File: src/rtl/mul_issue_ctrl_if.sv
// ---------------------------------------------------------------------------
// mul_issue_ctrl_if
//   Bundles the issue/result signals of mul_issue_ctrl.
//
//   Handshake: START is a request that is taken only at a rising edge where
//   the controller is free, meaning IDLE, or DONE with ACK=1 on that same
//   edge. VALID=1 means RESULT/ZERO hold a finished, unacknowledged product.
//   They stay stable until ACK=1 is seen at a rising edge while VALID=1.
//   ACK has no effect while VALID=0.
//
//   Signals
//     START, DATA1, DATA2 : issue request and sign-magnitude operands
//     MUL_IN              : combinational product from the external multiplier
//     ACK                 : consumer accepts RESULT
//     OP_A, OP_B          : registered operands driven to the multiplier
//     RESULT, ZERO        : registered product and its magnitude-is-zero flag
//     VALID, BUSY         : result pending / operands settling (stall)
//     OP_COUNT            : number of completed multiplies (wraps)
//
//   Modports
//     master : requester/testbench side
//     slave  : controller side
// ---------------------------------------------------------------------------
interface mul_issue_ctrl_if;
    logic       START;
    logic [7:0] DATA1;
    logic [7:0] DATA2;
    logic [7:0] MUL_IN;
    logic       ACK;
    logic [7:0] OP_A;
    logic [7:0] OP_B;
    logic [7:0] RESULT;
    logic       VALID;
    logic       BUSY;
    logic       ZERO;
    logic [7:0] OP_COUNT;

    modport master (
        output START, DATA1, DATA2, MUL_IN, ACK,
        input  OP_A, OP_B, RESULT, VALID, BUSY, ZERO, OP_COUNT
    );

    modport slave (
        input  START, DATA1, DATA2, MUL_IN, ACK,
        output OP_A, OP_B, RESULT, VALID, BUSY, ZERO, OP_COUNT
    );
endinterface

File: src/rtl/mul_issue_ctrl.sv
// ---------------------------------------------------------------------------
// mul_issue_ctrl
//   Issues one multiply to an external combinational multiplier. It holds
//   the operands stable for SETTLE_CYCLES clocks, samples the product, and
//   then keeps it until the consumer acknowledges it.
//
//   Parameters
//     SETTLE_CYCLES : cycles between issue and sampling MUL_IN (1..15)
//
//   Ports
//     CLK       : clock, rising edge
//     RESET     : asynchronous reset, active low
//     bus       : mul_issue_ctrl_if.slave (see interface for the handshake)
//     state_dbg : current FSM state (0 IDLE, 1 SETTLE, 2 DONE)
// ---------------------------------------------------------------------------
module mul_issue_ctrl #(
    parameter int SETTLE_CYCLES = 3
) (
    input  logic            CLK,
    input  logic            RESET,
    mul_issue_ctrl_if.slave bus,
    output logic [1:0]      state_dbg
);

    typedef enum logic [1:0] {
        IDLE   = 2'd0,
        SETTLE = 2'd1,
        DONE   = 2'd2
    } state_t;

    localparam logic [3:0] SETTLE_INIT = 4'(SETTLE_CYCLES);

    state_t     state;
    state_t     state_next;
    logic [3:0] cnt;
    logic       issue;
    logic       capture;

    logic [7:0] op_a;
    logic [7:0] op_b;
    logic [7:0] result;
    logic [7:0] op_count;
    logic       zero;

    always_ff @(posedge CLK or negedge RESET) begin
        if (!RESET) begin
            state <= IDLE;
        end else begin
            state <= state_next;
        end
    end

    // issue   : load operands and restart the settle countdown
    // capture : the edge where the multiplier output has settled
    always_comb begin
        state_next = state;
        issue      = 1'b0;
        capture    = 1'b0;
        case (state)
            IDLE: begin
                if (bus.START) begin
                    issue      = 1'b1;
                    state_next = SETTLE;
                end
            end
            SETTLE: begin
                if (cnt == 4'd1) begin
                    capture    = 1'b1;
                    state_next = DONE;
                end
            end
            DONE: begin
                // Back-to-back issue: an acknowledged result frees the slot
                // in the same edge, so a waiting START is taken right away.
                if (bus.ACK) begin
                    if (bus.START) begin
                        issue      = 1'b1;
                        state_next = SETTLE;
                    end else begin
                        state_next = IDLE;
                    end
                end
            end
            default: state_next = IDLE;
        endcase
    end

    always_ff @(posedge CLK or negedge RESET) begin
        if (!RESET) begin
            op_a     <= 8'h00;
            op_b     <= 8'h00;
            result   <= 8'h00;
            op_count <= 8'h00;
            zero     <= 1'b0;
            cnt      <= 4'd0;
        end else begin
            if (issue) begin
                op_a <= bus.DATA1;
                op_b <= bus.DATA2;
                cnt  <= SETTLE_INIT;
            end else if (state == SETTLE) begin
                cnt <= cnt - 4'd1;
            end

            if (capture) begin
                result   <= bus.MUL_IN;
                // Sign bit is ignored so negative zero (8'h80) counts as zero.
                zero     <= (bus.MUL_IN[6:0] == 7'd0);
                op_count <= op_count + 8'd1;
            end
        end
    end

    assign bus.OP_A     = op_a;
    assign bus.OP_B     = op_b;
    assign bus.RESULT   = result;
    assign bus.ZERO     = zero;
    assign bus.OP_COUNT = op_count;
    assign bus.VALID    = (state == DONE);
    assign bus.BUSY     = (state == SETTLE);
    assign state_dbg    = state;

endmodule

File: src/flat_wrapper.sv
// flat-port wrapper written by rule: the top's interface ports become plain ports
module mul_issue_ctrl_flat 
#(
    parameter int SETTLE_CYCLES = 3
)
  (CLK, RESET, state_dbg, bus_START, bus_DATA1, bus_DATA2, bus_MUL_IN, bus_ACK, bus_OP_A, bus_OP_B, bus_RESULT, bus_VALID, bus_BUSY, bus_ZERO, bus_OP_COUNT);
  mul_issue_ctrl_if bus_i ();
  input  logic CLK;
  input  logic RESET;
  output logic [1:0] state_dbg;
  input wire logic [$bits(bus_i.START)-1:0] bus_START;
  input wire logic [$bits(bus_i.DATA1)-1:0] bus_DATA1;
  input wire logic [$bits(bus_i.DATA2)-1:0] bus_DATA2;
  input wire logic [$bits(bus_i.MUL_IN)-1:0] bus_MUL_IN;
  input wire logic [$bits(bus_i.ACK)-1:0] bus_ACK;
  output wire logic [$bits(bus_i.OP_A)-1:0] bus_OP_A;
  output wire logic [$bits(bus_i.OP_B)-1:0] bus_OP_B;
  output wire logic [$bits(bus_i.RESULT)-1:0] bus_RESULT;
  output wire logic [$bits(bus_i.VALID)-1:0] bus_VALID;
  output wire logic [$bits(bus_i.BUSY)-1:0] bus_BUSY;
  output wire logic [$bits(bus_i.ZERO)-1:0] bus_ZERO;
  output wire logic [$bits(bus_i.OP_COUNT)-1:0] bus_OP_COUNT;
  assign bus_i.START = bus_START;
  assign bus_i.DATA1 = bus_DATA1;
  assign bus_i.DATA2 = bus_DATA2;
  assign bus_i.MUL_IN = bus_MUL_IN;
  assign bus_i.ACK = bus_ACK;
  assign bus_OP_A = bus_i.OP_A;
  assign bus_OP_B = bus_i.OP_B;
  assign bus_RESULT = bus_i.RESULT;
  assign bus_VALID = bus_i.VALID;
  assign bus_BUSY = bus_i.BUSY;
  assign bus_ZERO = bus_i.ZERO;
  assign bus_OP_COUNT = bus_i.OP_COUNT;
  mul_issue_ctrl #(.SETTLE_CYCLES(SETTLE_CYCLES)) u_core (.CLK(CLK), .RESET(RESET), .bus(bus_i), .state_dbg(state_dbg));
endmodule
File: config.mk
export PLATFORM = sky130hd
export DESIGN_NAME = mul_issue_ctrl_flat
export DESIGN_NICKNAME = d
export VERILOG_FILES = /design/src/rtl/mul_issue_ctrl_if.sv /design/src/rtl/mul_issue_ctrl.sv /design/src/flat_wrapper.sv
export SDC_FILE = /design/constraint.sdc
export NUM_CORES = 1
export LEC_CHECK = 0
export ABC_AREA = 1
export CAP_MARGIN = 10
export CELL_PAD_IN_SITES_DETAIL_PLACEMENT = 1
export CELL_PAD_IN_SITES_GLOBAL_PLACEMENT = 1
export CORE_MARGIN = 4
export CORE_UTILIZATION = 29
export CTS_CLUSTER_SIZE = 28
export DETAILED_ROUTE_END_ITERATION = 10
export GPL_TIMING_DRIVEN = 0
export PLACE_DENSITY_LB_ADDON = 0.1
export SLEW_MARGIN = 40
export SYNTH_ARGS = -nofsm -noshare
export SYNTH_HDL_FRONTEND = slang
export SYNTH_SLANG_ARGS = --single-unit
File: constraint.sdc
create_clock -name CLK -period 1.28 [get_ports CLK]
set_clock_uncertainty 0.15 [all_clocks]
set_input_delay 0.256 -clock CLK [delete_from_list [all_inputs] [get_ports CLK]]
set_output_delay 0.256 -clock CLK [all_outputs]
set_load 0.1 [all_outputs]
---- Word level (Yosys, flattened, before mapping) ----
Index checks and enable logic that the tools add are counted.
cells by class
  muxes and demuxes ....................... 12
  reductions and logical operators ........ 4
  equal/unequal tests ..................... 6
  add/subtract/negate cells ............... 2
operators by type and width
  operator                                               count
  adder 8 x 1 -> 8 bit, second input constant            1
  2-to-1 mux 4 bit                                       2
  logical NOT 7 bit                                      1
  2-to-1 mux 2 bit                                       3
  one-hot mux 2 bit (3 select lines)                     1
  2-to-1 mux 1 bit                                       5
  equality test 4 x 1 -> 1 bit, second input constant    1
  inequality test 2 bit, second input constant           2
  subtractor 4 x 1 -> 4 bit, second input constant       1
  AND reduction 3 bit                                    1
  equality test 2 x 1 -> 1 bit, second input constant    1
  equality test 2 bit, second input constant             1
  logical NOT 2 bit                                      1
  inequality test 2 x 1 -> 1 bit, second input constant  1
  one-hot mux 1 bit (2 select lines)                     1
  nonzero test 2 bit                                     1
storage, ports and cells
  output and inout bits ................... 37
  input port bits ......................... 28
  logic and storage cells ................. 31
  flip-flop bits (word level) ............. 39

---- Logic depth before layout (Yosys ltp) ----
  depth in word-level cells ............... 4
  mapped depth ............................ 7
  depth with buffers taken out ............ 7

---- Least setup slack after synthesis ----
Ideal clock, no wire load.
  path type ............................... register to register
  from .................................... reg u_core.state[1] (netlist: u_core.state_dbg[1])
  to ...................................... reg u_core.state[1] (netlist: u_core.state_dbg[1])
  library setup time ...................... 72 ps
  stages on the path, launching flop included .. 5
  period minus slack after synthesis ...... 2,835 ps
  arrival ................................. 2,613 ps
  path buffers ............................ 0
  slack ................................... -1,555 ps
  cell sequence ........................... dfrtp_1 -> inv_2 -> nor2_1 -> nand2_1 -> nand2_1
between the ends
  cells in the longest elaborated chain, start to end .. 3
  elaborated cells between the ends (all ways) .. 8
  those cells by class .................... eq/ne: 5; mux: 1; reduce/logical: 2
ends and longest elaborated chain
  element                          line                  source
  start: declaration               mul_issue_ctrl.sv:33  state_t state;
  start signal: assignment         mul_issue_ctrl.sv:49  state <= state_next;
  equality test 2 bit (*)          n/a
  via bus_VALID                    flat_wrapper.sv:19    output wire logic [$bits(bus_i.VALID)-1:0] bus_VALID;
  inequality test 2 bit (no line)  n/a
  AND reduction 3 bit (no line)    n/a
Mark *: on every way through the listed nets, which the timed path passes. The rest lies on a longest branch.
A chain may end at the register's enable or synchronous reset.

---- Worst setup path in the final report ----
  from .................................... reg u_core.state[1] (netlist: u_core.state_dbg[1])
  to ...................................... out bus_BUSY
between the ends
  cells in the longest elaborated chain, start to end .. 1
ends and longest elaborated chain
  element                       line                   source
  equality test 2 x 1 -> 1 bit  mul_issue_ctrl.sv:120  assign bus.BUSY = (state == SETTLE);
  end: declaration              flat_wrapper.sv:20     output wire logic [$bits(bus_i.BUSY)-1:0] bus_BUSY;
No other way between the ends.

==> out/qor.yml <==
fin_crit_sh_pct: 125
insertedDiodeCount: 0
via_count: 1708
rsz0062_at_grt: "yes"
cts_max_level: 2
detail_route.vias_per_cell: 4.53
clock_path_buffers: 2
crit_arrival_ns: 1.19
worst_pin_slew_ns: 0.514
die_h_um: 86.0
yosysWarnings: 0
min_path_type: "primary input to asynchronous set/reset pin"
max_freq_ghz: 0.626
synth_top_family_by_area: "simple AND/OR/NAND/NOR gates"
synth_area_um2: 1760
clk_latency_ns: 0.29
crit_path_end_kind: "primary output"
numCtsBuffers: 5
ys_types: 23
violations: "negative setup slack"
drcViolationCount: 0
grtUsageTotal_pct: 15.6
critPathRequiredTime_ns: 0.87
firstDrtPassIters: 3
port_buffers: 64
coreArea_um2: 5920
synthSimpleGateAreaFrac_pct: 32.0
ant_nets: 0
die_w_um: 86.0
final_util_pct: 58.2
grt_first_pass_wirelength_um: 9070
layout-drive-gt1-share_pct: 46.7
fp-row-count: 28
fill_cells: 628
dp_hpwl_um: 3320
synth_xor_area_share_pct: 1.49
outcome: "finished, violations left"
clock_sinks: 39
finalMaxSlewViolations: 0
synth_fp_nets: 228
critPathKind: "flop to primary output"
nets: 332
grt_pass1_vias: 1769
clkTransAtPathRegs_ns: 0.08
synth_adder_area_share_pct: 2.13
async_flop_share_pct: 100
synth_compound_area_share_pct: 3.05
grt_max_degree: 40
ys.flop_type: "dfrtp_1"
cts_tree: "done"
cp_max_fo: 3
layout_setup_ws_ns: -0.318
cap_violations: 0
dieArea_um2: 7400
timing.slew.headroom_pct: 65.7
drtIter0Drc: 55
syn_avg_cell_area_um2: 8.96
antenna_found_initial: 0
worstSetupStartpointType: "flop"
netlist_instances: 197
period_minus_slack_ns: 1.60
synth-edff-count: 0
place.gp.congestion: 0.691
drt-wirelength-per-cell_um: 15.4
areaGrowthSynthToFinish_pct: 95.4
synthMuxAreaShare_pct: 0
setup_violations: 76
synth_seq_cells: 39
start_util_pct: 29.8
wirelength_um: 5800
finalHoldViolCount: 0
seq_area_frac_synth_pct: 55.3
ctsRootBufferMaster: "clkbuf_8"
grt_overflow: 0
num_io_pins: 65
-- per-stage QoR --
step,setup WS [ns],cells,setup TNS [ns],cell area (µm²),hold WS [ns]
floorplan,-0.341,197,-10.87,1890,-0.190
global placement,-1.58,336,-91.64,2620,0.309
detailed placement,-0.425,336,-12.35,2430,0.123
CTS,-0.316,374,-10.45,3330,0.342
global route,-0.360,377,-14.50,3450,0.342
finish,-0.318,377,-10.89,3450,0.323
-- flip-flops by register name (all words and copies together) (netlist names) --
register             count
u_core.bus.OP_B          8
u_core.bus.OP_COUNT      8
u_core.bus.RESULT        8
u_core.state_dbg         2
u_core.cnt               4
u_core.bus.ZERO          1
u_core.bus.OP_A          8
-- placed cells by master (no fill, tap or decap), types with 3 or more instances in the layout --
cell and n:
buf_12 36, buf_4 25, buf_6 6, buf_8 3, clkbuf_8 7, clkdlybuf4s50_1 26
dfrtp_1 4, dfrtp_2 27, dfrtp_4 8, inv_1 8, nand2_1 95, nand2_2 7
nand3_1 6, nor2_1 6, o21ai_1 3
-- routing by layer --
metal  track usage [%]  part of all wire (%)  vias to the layer above
met3              4.32                   5.8                        9
met4              3.74                   2.1                        0
met5                 0                     0                        -
met1              17.9                    37                      831
met2              28.7                    55                       46
li1                  -                     -                      822
-- kinds of logic (layout without fill, tap and decap cells) --
kind of cell	Yosys count	after routing
fa+ha+maj	3	3
compound gates	8	8
buf+inv	17	121
xor+xnor	3	3
flops	39	39
simple gates	127	128
-- repair_timing --
action,in CTS,in global routing
pin swaps,1,1
endpoints found under the hold margin,39,0
buffers inserted,24,3
cloned,5,0
gates resized for setup,138,24
setup endpoints to repair,76,76
hold buffers,1,0
-- path summary, 6_finish.rpt --
check / slack, ns / depth (start not counted) / to / from
max: -0.32 / 4 / bus_BUSY / u_core.state_dbg[1]
min: 0.32 / 2 / u_core.bus.OP_COUNT[4] / RESET
max reg2reg: -0.29 / 6 / u_core.bus.OP_A[5] / u_core.state_dbg[1]
min reg2reg: 0.36 / 2 / u_core.bus.OP_B[1] / u_core.bus.OP_B[1]
max in group asynchronous: 0.25 / 2 / u_core.bus.OP_B[7] / RESET
min in group CLK: 0.34 / 3 / u_core.bus.OP_B[4] / bus_DATA2[4]
-- Yosys cell counts (3+ instances only) --
cell type	count	area [µm²]
dfrtp_1	39	976
nand2_1	95	357
o21ai_0	4	20.0
nor2_1	9	33.8
ha_1	3	37.5
nand3_1	7	35.0
inv_1	8	30.0
nand2_2	7	43.8
buf_6	5	56.3
-- critical path, stage by stage (launching register included) --
cell and delay (ns):
dfrtp_4 0.51, inv_6 0.09, nand2_8 0.07, inv_16 0.06, buf_16 0.16
-- final cells by class --
cell class	count	area [µm²]	share of cell area (%)
Clock buffer	8	100	2.90
Timing Repair Buffer	96	1320	38.3
Inverter	12	68.8	2.00
Buffer	5	67.6	1.96
Tap cell	75	93.8	2.72
Multi-Input combinational cell	142	756	21.9
Sequential cell	39	1040	30.2
Power is not shown: default switching activity piles up to over one toggle a cycle in this logic, so the estimate is an artifact.
